==> src/rtl/audio_avg_filter.sv <==
// Moving-average low-pass filter for 10-bit unsigned ADC samples; signed result on a valid/ready port.
// Optional DC-bias removal enabled by defining AUDIO_AVG_DC_BLOCK_EN.
module audio_avg_filter #(
    parameter int unsigned LOG2_TAPS = 3,
    parameter int unsigned DC_SHIFT  = 8
) (
    input  logic       CLK50,
    input  logic       reset,
    input  logic       sample_valid,
    input  logic [9:0] adc_in,
    input  logic       out_ready,
    output logic       out_valid,
    output logic [9:0] dout,
    output logic       primed,
    output logic       overrun
);

    localparam int unsigned TAPS   = 1 << LOG2_TAPS;
    localparam int unsigned SUM_W  = 10 + LOG2_TAPS;
    localparam int unsigned FILL_W = LOG2_TAPS + 1;

    if (LOG2_TAPS < 1 || LOG2_TAPS > 5 || DC_SHIFT < 1 || DC_SHIFT > 16) begin : g_bad_param
        $error("audio_avg_filter: LOG2_TAPS must be 1..5 and DC_SHIFT 1..16");
    end

    typedef enum logic [1:0] {
        S_IDLE = 2'd0,
        S_CALC = 2'd1,
        S_OUT  = 2'd2
    } state_t;

    state_t                    r_state;
    logic signed [9:0]         r_x;
    logic signed [9:0]         r_buf [TAPS];
    logic [LOG2_TAPS-1:0]      r_wptr;
    logic signed [SUM_W-1:0]   r_sum;
    logic [FILL_W-1:0]         r_fill;

    logic signed [9:0]         w_x;
    logic signed [SUM_W-1:0]   w_sum_next;
    logic signed [9:0]         w_avg;
    logic [9:0]                w_result;
    logic                      w_fill_full;

    // Offset binary to two's complement: subtracting midscale is just an MSB flip.
    assign w_x         = {~adc_in[9], adc_in[8:0]};
    assign w_sum_next  = r_sum + SUM_W'(r_x) - SUM_W'(r_buf[r_wptr]);
    assign w_avg       = 10'(r_sum >>> LOG2_TAPS);
    assign w_fill_full = (r_fill == FILL_W'(TAPS));

`ifdef AUDIO_AVG_DC_BLOCK_EN
    localparam int unsigned DC_W = 10 + DC_SHIFT;

    logic signed [DC_W-1:0]    r_dc_acc;
    logic signed [9:0]         r_dc_est;
    logic signed [9:0]         w_dc_est;
    logic signed [10:0]        w_diff;

    // The estimate used in CALC is held so OUT subtracts the same value the tracker saw.
    assign w_dc_est = 10'(r_dc_acc >>> DC_SHIFT);
    assign w_diff   = {w_avg[9], w_avg} - {r_dc_est[9], r_dc_est};

    always_comb begin
        w_result = w_diff[9:0];
        if (w_diff > 11'sd511) begin
            w_result = 10'h1FF;
        end else if (w_diff < -11'sd512) begin
            w_result = 10'h200;
        end
    end

    always_ff @(posedge CLK50) begin
        if (reset) begin
            r_dc_acc <= '0;
            r_dc_est <= '0;
        end else if (r_state == S_CALC) begin
            r_dc_acc <= r_dc_acc + DC_W'(r_x) - DC_W'(w_dc_est);
            r_dc_est <= w_dc_est;
        end
    end
`else
    assign w_result = w_avg;
`endif

    always_ff @(posedge CLK50) begin
        if (reset) begin
            r_state   <= S_IDLE;
            r_x       <= '0;
            r_wptr    <= '0;
            r_sum     <= '0;
            r_fill    <= '0;
            out_valid <= 1'b0;
            dout      <= '0;
            primed    <= 1'b0;
            overrun   <= 1'b0;
            for (int i = 0; i < TAPS; i++) begin
                r_buf[i] <= '0;
            end
        end else begin
            // Consumption clears valid; an OUT write below takes precedence.
            if (out_valid && out_ready) begin
                out_valid <= 1'b0;
            end

            case (r_state)
                S_IDLE: begin
                    if (sample_valid) begin
                        r_x     <= w_x;
                        r_state <= S_CALC;
                    end
                end
                S_CALC: begin
                    r_sum         <= w_sum_next;
                    r_buf[r_wptr] <= r_x;
                    r_wptr        <= r_wptr + LOG2_TAPS'(1);
                    if (!w_fill_full) begin
                        r_fill <= r_fill + FILL_W'(1);
                    end
                    if (sample_valid) begin
                        overrun <= 1'b1;
                    end
                    r_state <= S_OUT;
                end
                S_OUT: begin
                    dout      <= w_result;
                    out_valid <= 1'b1;
                    if (w_fill_full) begin
                        primed <= 1'b1;
                    end
                    if ((out_valid && !out_ready) || sample_valid) begin
                        overrun <= 1'b1;
                    end
                    r_state <= S_IDLE;
                end
                default: begin
                    r_state <= S_IDLE;
                end
            endcase
        end
    end

endmodule

==> config.mk <==
export PLATFORM = sky130hd
export DESIGN_NAME = audio_avg_filter
export DESIGN_NICKNAME = d
export VERILOG_FILES = /design/src/rtl/audio_avg_filter.sv
export SDC_FILE = /design/constraint.sdc
export NUM_CORES = 1
export LEC_CHECK = 0
export ABC_AREA = 0
export CORE_AREA = 2 2 123 125
export DETAILED_ROUTE_END_ITERATION = 10
export DIE_AREA = 0 0 125 127
export GPL_TIMING_DRIVEN = 0
export MAX_ROUTING_LAYER = met4
export SETUP_SLACK_MARGIN = 0.02
export SLEW_MARGIN = 20
export SYNTH_ARGS = -nofsm -noshare
export SYNTH_HDL_FRONTEND = slang
export SYNTH_SLANG_ARGS = --single-unit
==> constraint.sdc <==
create_clock -name CLK50 -period 6.7 [get_ports CLK50]
set_clock_uncertainty 0.05 [all_clocks]
set_input_delay 1.34 -clock CLK50 [delete_from_list [all_inputs] [get_ports CLK50]]
set_output_delay 1.34 -clock CLK50 [all_outputs]
set_load 0.005 [all_outputs]
==> results of run 1 <==
[through the flow]
| stage | std cells | hold slack [ns] | worst slack [ns] | area [sq um] |
|---|---|---|---|---|
| 3_5_place_dp | 780 | 0.400 | 2.64 | 6890 |
| 4_1_cts | 812 | 0.406 | 2.61 | 7450 |
| 3_3_place_gp | 780 | 0.392 | 2.69 | 6890 |
| 6_report | 812 | 0.407 | 2.54 | 7450 |
| 2_1_floorplan | 570 | 0.382 | 3.26 | 6400 |
| 5_1_grt | 812 | 0.435 | 2.23 | 7450 |
[final timing paths]
check | startpoint | endpoint | slack, ns | cells past startpoint
setup reg to reg | register | r_sum[12] | 2.54 | 13
hold / removal | r_sum[11] | dout[8] | 0.41 | 2
setup / recovery | register | r_sum[12] | 2.54 | 13
hold reg to reg | r_sum[11] | dout[8] | 0.41 | 2
[registers in the layout (all words and copies together) (netlist names), named ones only]
name       flops
r_buf         80
r_sum         13
dout          10
r_x           10
r_fill         4
r_wptr         3
r_state        2
out_valid      1
overrun        1
primed         1
[power by group]
group / total [W] / internal [W] / switching (W)
combinational: 0.000394 / 0.000151 / 0.000243
clock: 0.000894 / 0.000551 / 0.000343
sequential: 0.000897 / 0.000874 / 0.0000226
[cells in the final DEF, fill, tap and decap left out, types with 3 or more instances in the layout]
cell and n:
a211oi_1 4, a21oi_1 37, and2_1 18, buf_2 6, buf_6 4, clkbuf_1 28
clkbuf_16 17, clkdlybuf4s50_1 26, clkinv_1 13, clkinvlp_4 3, dfxtp_1 48, edfxtp_1 80
fa_1 12, ha_1 17, inv_1 40, mux2_2 9, mux2i_1 3, mux4_2 20
nand2_1 65, nand2b_1 9, nand4_1 3, nor2_1 26, nor3_1 25, nor3_2 10
nor4_1 38, o21ai_0 13, or2_2 8, xnor2_1 5, xor2_1 8
[routing by layer]
layer,GRT usage,share of wire
met1,0.287,0.45
met2,0.344,0.47
met3,0.0511,0.055
met4,0.0856,0.020
met5,-,0
[worst max-delay path: stages, from the launching register on]
cell      delay (ns)
dfxtp_1         0.32
clkbuf_1        0.55
mux4_2          0.46
mux2_2          0.30
ha_1            0.28
inv_1           0.06
ha_1            0.19
inv_1           0.08
fa_1            0.38
nand2b_1        0.20
a211oi_1        0.48
o21ai_0         0.28
a311oi_1        0.32
nor4_1          0.08
[layout make-up]
class                           instances  area [sq um]
Fill cell                            1298          6970
Buffer                                 39           189
Clock buffer                           20           447
Clock inverter                         12           116
Timing Repair Buffer                   26           260
Multi-Input combinational cell        353          2660
Sequential cell                       128          3360
Tap cell                              184           230
Inverter                               50           193
[cells by family after synthesis]
kind of cell | Yosys count | share of synthesized area
mux | 32 | 0.0909
simple gates | 215 | 0.179
compound gates | 64 | 0.0563
xor+xnor | 13 | 0.0178
fa+ha+maj | 29 | 0.0708
flops | 128 | 0.525
buf+inv | 89 | 0.0596
==> metrics.cfg, run 1 <==
[outcome]
status=finished clean

[floorplan]
initial_utilization=0.444
dieArea_sq_mm=0.0159
num_io_pins=27
die_h_microns=127
core_area_sq_mm=0.0144
dieWidth_microns=125
fp-row-count=44

[sta]
fmax_mhz=240
post-route-period-util=0.621
setup_viol=0
worstMarginPinSlew_ns=0.793
fin_setup_tns_ns=0
slew_viol_final=0
period_minus_slack_ns=4.16
max_slew_margin=0.472
hold_violations=0
rsz0062_at_grt=no

[yosys]
ys_ff_latch=128
syn-mean-instance-area_sq_um=11.2
synth_common_cells=edfxtp_1, nand2_1, dfxtp_1
ys_seq_area_frac=0.525
ys.flop_type=edfxtp_1
synthTopCellsByArea=edfxtp_1, dfxtp_1, mux4_2
synth.cell_area_sq_mm=0.00640
synth_edf_count=80
synthCells=570
yosys.cell_count.top_type=edfxtp_1
netlist-cell-type-count=48
syn_nets=613
synthArstFlopShare=0
yosysTopAreaCell=edfxtp_1
yosys_warnings=0
synth_top_area_frac=0.375

[layout]
diodes=0
area_growth_pct=16.5
utilization=0.517
nNetsFinal=658
drive_above_1_share=0.143

[pwr]
p_leak_nw=2.65
ir_worst_vdd_uv=156
finalPower_w=0.00218
p_per_area_mw_per_mm2=293

[placed_design]
dpl.hpwl_mm=11.4
portBuffers=26
routabilityCongestion=0.906

[flow_run]
drv_cap=0

[routing]
viasPerCell=5.59
num_vias=4540
wirelength_mm=16.4
firstDrtPassIters=4
drt_iter0_drc=334
drc=0
ant_nets=0
drt-wirelength-per-cell_microns=20.2

[global_routing]
grt_pass1_vias=4585
overflow=0
grt_antenna_before_repair=0
track_usage=0.222
grt_pass1_wl_mm=25.5
grt_max_degree=17

[clocking]
ctsHoldBuffers=0
clk_pin_slew_ns=0.06
cts-resized-gates=0
numCtsBuffers=17
clk_path_buf_depth=2
cts_tree=yes
clockRootBuffer=clkbuf_16
cts_sinks=128
post-cts-setup-buffers=0
clock_latency_ns=0.43
cts.htree.levels=4

[setup_path]
crit_type=reg2reg
worstPathMaxFanout=10
cp-end-kind=register
crit_path_start_kind=register
crit_arrival_ns=4.38
cp_data_required_time_ns=6.92

[hold_path]
hold_path_class=reg2reg

(Power assumes the default switching activity.)
==> run 2: changes to the inputs <==
clock period = 3.7 ns   (was 6.7 ns; I/O delays follow)
==> metrics.cfg, run 2 (synthesis results as in run 1) <==
[outcome]
status=finished clean

[sta]
slew_viol_final=0  ; unchanged
fmax_mhz=283  ; +18%
max_slew_margin=0.493  ; +0.0216
hold_violations=0  ; unchanged
setup_viol=0  ; unchanged
period_minus_slack_ns=3.54  ; -0.622 ns
setup_slack_ns=0.162  ; -2.38 ns
rsz0062_at_grt=no
worstMarginPinSlew_ns=0.760  ; -0.0325 ns
post-route-period-util=0.956  ; +0.335
fin_setup_tns_ns=0  ; unchanged

[setup_path]
cp_data_required_time_ns=3.93  ; -2.99 ns
crit_type=reg2reg
max_stage_delay_ns=0.56  ; about the same
crit_path_start_kind=register
slowest_stage=mux4_2
cp_cell_sequence=buf_12, mux4_2, mux2_2, ha_1, inv_1, ha_2, inv_1, fa_1, nand2b_4, a211oi_4, buf_4, o21ai_0, xor2_1, o21ai_0
crit_arrival_ns=3.77  ; -0.61 ns
rrSetupSlack_ns=0.16  ; -2.38 ns
crit_buf_inv=4  ; +1
r2r-end=r_sum[8]
worstPathMaxFanout=9  ; -1
crit_family=adder cells
path_depth=14  ; +1
cp-end-kind=register
r2r_cells=14  ; +1

[flow_run]
drv_cap=0  ; unchanged

[layout]
nNetsFinal=660  ; +0.30%
utilization=0.523  ; +0.00633
final_cells=814  ; +0.25%
layout_common_cells=edfxtp_1, nand2_1, dfxtp_1, inv_1, nor4_1
drive_above_1_share=0.163  ; +0.0202
largest_register_ffs=80  ; unchanged
area_growth_pct=17.9
largest_register=r_buf
final_common_cell=edfxtp_1
reg.largest.list=r_buf x80, r_sum x13
diodes=0  ; unchanged

[clocking]
clk_pin_slew_ns=0.05  ; about the same
ctsHoldBuffers=0  ; unchanged
clk_path_buf_depth=2  ; unchanged
cts_sinks=128  ; unchanged
cts.htree.levels=4  ; unchanged
clock_latency_ns=0.42  ; about the same
clockRootBuffer=clkbuf_16
cts_tree=yes
numCtsBuffers=17  ; unchanged

[floorplan]
dieArea_sq_mm=0.0159  ; unchanged
dieWidth_microns=125  ; unchanged
initial_utilization=0.444  ; unchanged
num_io_pins=27  ; unchanged
core_area_sq_mm=0.0144  ; unchanged
fp-row-count=44  ; unchanged
die_h_microns=127  ; unchanged

[global_routing]
grt_use_met2=0.347  ; +0.00256
busiest_layer=met2
grt_antenna_before_repair=0  ; unchanged
track_usage=0.223  ; +0.000938
overflow=0  ; unchanged
met3_usage=0.0511  ; unchanged
grt_pass1_vias=4605  ; +0.44%
grt_max_degree=17  ; unchanged
grt_pass1_wl_mm=25.6  ; +0.44%
grt.met1_usage=0.287  ; +0.000553

[placed_design]
routabilityCongestion=0.906  ; unchanged
pre_cts_ws_ns=-0.362  ; -3.00 ns
portBuffers=26  ; unchanged
dp.cells=780  ; unchanged
dpl.hpwl_mm=11.4  ; unchanged

[routing]
drc=0  ; unchanged
wirelength_mm=16.6  ; +0.93%
firstDrtPassIters=5  ; +1
viasPerCell=5.63  ; +0.66%
num_vias=4581  ; +0.90%
drt_iter0_drc=373  ; +12%
ant_nets=0  ; unchanged
drt-wirelength-per-cell_microns=20.4  ; +0.68%

[pwr]
p_leak_nw=2.69  ; +1.3%
ir_worst_vdd_uv=284  ; +82%
p_per_area_mw_per_mm2=530  ; +81%

[hold_path]
min_path_cells=2  ; unchanged
holdPathEnd=dout[8]
worstHoldStart=r_sum[11]
hold_path_class=reg2reg

run 2: cell count changes in the layout (fill, tap and decap cells not counted), sizes merged:
cell | before | now
buf | 12 | 14
run 2: layer usage:
| layer | wire length (microns) | vias up |
|---|---|---|
| met5 | 0 | - |
| met4 | 302 | 0 |
| met3 | 1070 | 22 |
| met2 | 7980 | 146 |
| met1 | 7220 | 2286 |
| li1 | - | 2127 |
run 2: final cells by class:
cell class | count | area, sq um
inverter | 50 | 193
clock inverter | 12 | 116
clock buffer | 20 | 447
fill | 1276 | 6880
tap | 184 | 230
sequential | 128 | 3360
timing repair buffer | 28 | 275
buffer | 39 | 216
multi-input combinational | 353 | 2700
run 2: worst reg2reg max path, cell delays in order (launching register included):
cell,delay (ns)
dfxtp_2,0.36
buf_12,0.15
mux4_2,0.56
mux2_2,0.29
ha_1,0.28
inv_1,0.06
ha_2,0.20
inv_1,0.07
fa_1,0.38
nand2b_4,0.17
a211oi_4,0.25
buf_4,0.16
o21ai_0,0.11
xor2_1,0.19
o21ai_0,0.10
run 2: power breakdown:
part / internal, W / total (W) / switching, W
logic: 0.000296 / 0.000761 / 0.000465
clock network: 0.000997 / 0.00161 / 0.000616
registers: 0.00158 / 0.00162 / 0.0000418
total: 0.00288 / 0.00400 / 0.00112
run 2: how the worst max path moves through the flow:
stage / from / to / slack (ns)
floorplan: register / r_sum[12] / 0.26
global placement: register / r_sum[12] / -0.31
detailed placement: register / r_sum[12] / -0.36
CTS: register / r_sum[7] / -0.003
global route: register / r_sum[8] / 0.007
finish: register / r_sum[8] / 0.16
run 2: through the flow:
step / hold WS [ns] / total power, W / instance area (sq um)
final: 0.406 / 0.00400 / 7550
after global routing: 0.435 / 0.00415 / 7550
after CTS: 0.406 / 0.00397 / 7480
after detailed placement: 0.400 / 0.00235 / 6890
after global placement: 0.392 / 0.00233 / 6890
after floorplan: 0.382 / 0.00215 / 6400
run 2: repair_timing:
action	CTS	global route
setup buffers	1	1
gates resized for setup	6	16
setup endpoints to repair	7	7
pin swaps	1	2
==> run 3: changes to the inputs <==
CORE_AREA = 4 4 125 127   (was 2 2 123 125)
DIE_AREA = 0 0 129 131   (was 0 0 125 127)
==> metrics.cfg, run 3 (synthesis results as in run 1) <==
[placed_design]
portBuffers=26  ; unchanged
routabilityCongestion=0.854  ; -5.8%
pre_cts_ws_ns=-0.369  ; -0.00666 ns
dpl.hpwl_mm=11.1  ; -2.0%
dpl_cell_area_sq_mm=0.00689  ; unchanged

[setup_path]
crit_arrival_ns=3.82  ; +0.05 ns
crit_type=reg2reg
worstPathMaxFanout=9  ; unchanged
crit_path_start_kind=register
cp_cell_sequence=buf_12, buf_4, mux4_2, mux2_2, fa_1, inv_1, ha_1, o211ai_1, o21a_1, o21ai_1, nor4b_1, a211o_1
max_stage_delay_ns=0.55  ; about the same
cp-end-kind=register
cp_data_required_time_ns=3.96  ; +0.03 ns
slowest_stage=mux4_2

[floorplan]
dieArea_sq_mm=0.0169  ; +6.5%
fp-row-count=44  ; unchanged
num_io_pins=27  ; unchanged
dieWidth_microns=129  ; +3.2%
initial_utilization=0.444  ; unchanged
die_h_microns=131  ; +3.1%
core_area_sq_mm=0.0144  ; unchanged

[sta]
hold_violations=0  ; unchanged
fmax_mhz=281  ; -0.61%
slew_viol_final=0  ; unchanged
period_minus_slack_ns=3.56  ; +0.0218 ns
setup_slack_ns=0.141  ; -0.0218 ns
fin_hold_ws_ns=0.402  ; -0.00323 ns
rsz0062_at_grt=yes
post-route-period-util=0.962  ; +0.00589
max_slew_margin=0.408  ; -0.0850
worstMarginPinSlew_ns=0.888  ; +0.128 ns
setup_viol=0  ; unchanged

[hold_path]
hold_path_class=reg2reg

[routing]
drt-wirelength-per-cell_microns=19.7  ; -3.3%
viasPerCell=5.55  ; -1.3%
wirelength_mm=16.1  ; -2.8%
num_vias=4542  ; -0.85%
drc=0  ; unchanged
drt_iter0_drc=345  ; -7.5%
ant_nets=0  ; unchanged
firstDrtPassIters=5  ; unchanged

[pwr]
p_seq_frac=0.416  ; +0.010
pwr-share-comb=0.192  ; +0.002
p_int_w=0.00282  ; -1.9%
ir_worst_vdd_uv=370  ; +30%
p_per_area_mw_per_mm2=517  ; -2.5%
p_leak_nw=2.70  ; +0.72%
netSwitchingPower_w=0.00108  ; -3.7%
p_clk_frac=0.392  ; -0.011
swShare=0.277  ; -0.00387

[clocking]
clk_pin_slew_ns=0.05  ; about the same
cts.htree.levels=4  ; unchanged
clockRootBuffer=clkbuf_16
clock_latency_ns=0.42  ; about the same
cts_tree=yes
ctsHoldBuffers=0  ; unchanged
clk_path_buf_depth=2  ; unchanged
cts_sinks=128  ; unchanged
numCtsBuffers=17  ; unchanged

[global_routing]
grt_pass1_wl_mm=25.3  ; -1.1%
overflow=0  ; unchanged
grt_max_degree=17  ; unchanged
track_usage=0.208  ; -0.0147
grt_antenna_before_repair=0  ; unchanged
grt_pass1_vias=4518  ; -1.9%

[outcome]
status=finished clean

[layout]
drive_above_1_share=0.169  ; +0.00528
final_common_cell=edfxtp_1
reg.largest.list=r_buf x80, r_sum x13
fin_area_sq_mm=0.00756  ; +0.13%
layout_common_cells=edfxtp_1, nand2_1, dfxtp_1, inv_1
area_growth_pct=18.0
nNetsFinal=664  ; +0.61%
diodes=0  ; unchanged
largest_register_ffs=80  ; unchanged
largest_register=r_buf

[flow_run]
drv_cap=0  ; unchanged

run 3: metrics by stage:
step	total power (W)	util	setup TNS, ns	instances
finish	0.00390	0.524	0	818
global route	0.00407	0.524	-0.00188	818
CTS	0.00387	0.517	0	812
detailed placement	0.00234	0.478	-0.969	780
global placement	0.00233	0.478	-0.663	780
floorplan	0.00215	-	0	570
run 3: worst paths after layout:
kind	from	endpoint	slack, ns	cells past startpoint
worst max-delay path	register	r_sum[7]	0.14	12
worst min-delay path	r_sum[2]	r_sum[2]	0.40	2
worst max register to register	register	r_sum[7]	0.14	12
worst min register to register	r_sum[2]	r_sum[2]	0.40	2
run 3: timing repair:
item                                    4_1_cts  5_1_grt
endpoints found under the setup margin        7        6
gates resized for setup                       7       18
pin swaps                                     0        2
setup buffers                                 0        6
run 3: area by class of cell:
class | count | area (sq um)
Fill cell | 1289 | 6870
Buffer | 39 | 216
Tap cell | 184 | 230
Multi-Input combinational cell | 353 | 2700
Timing Repair Buffer | 32 | 305
Clock buffer | 27 | 513
Clock inverter | 5 | 30.0
Sequential cell | 128 | 3360
Inverter | 50 | 193
run 3: worst max-delay path, delay by kind of cell, from the launching register on:
family | cells | cell delay, ns
AND/OR/NAND/NOR | 1 | 0.10
multiplexers | 2 | 0.86
flip-flops | 1 | 0.37
adder cells (fa/ha/maj) | 2 | 0.86
buffers and inverters | 3 | 0.30
AO/OA/AOI/OAI | 4 | 0.92
run 3: power by group through the flow:
stage                     Sequential, W  Clock, W  Combinational [W]
after global routing            0.00163   0.00160           0.000844
after floorplan                 0.00164         0           0.000519
after global placement          0.00165         0           0.000678
final                           0.00162   0.00153           0.000751
after detailed placement        0.00165         0           0.000692
after CTS                       0.00162   0.00154           0.000703
run 3: routing by layer:
metal | share of wire | GRT usage | wire length [microns]
met3 | 0.037 | 0.0370 | 593
met5 | 0 | - | 0
met1 | 0.47 | 0.282 | 7550
met2 | 0.47 | 0.311 | 7520
met4 | 0.027 | 0.0883 | 433
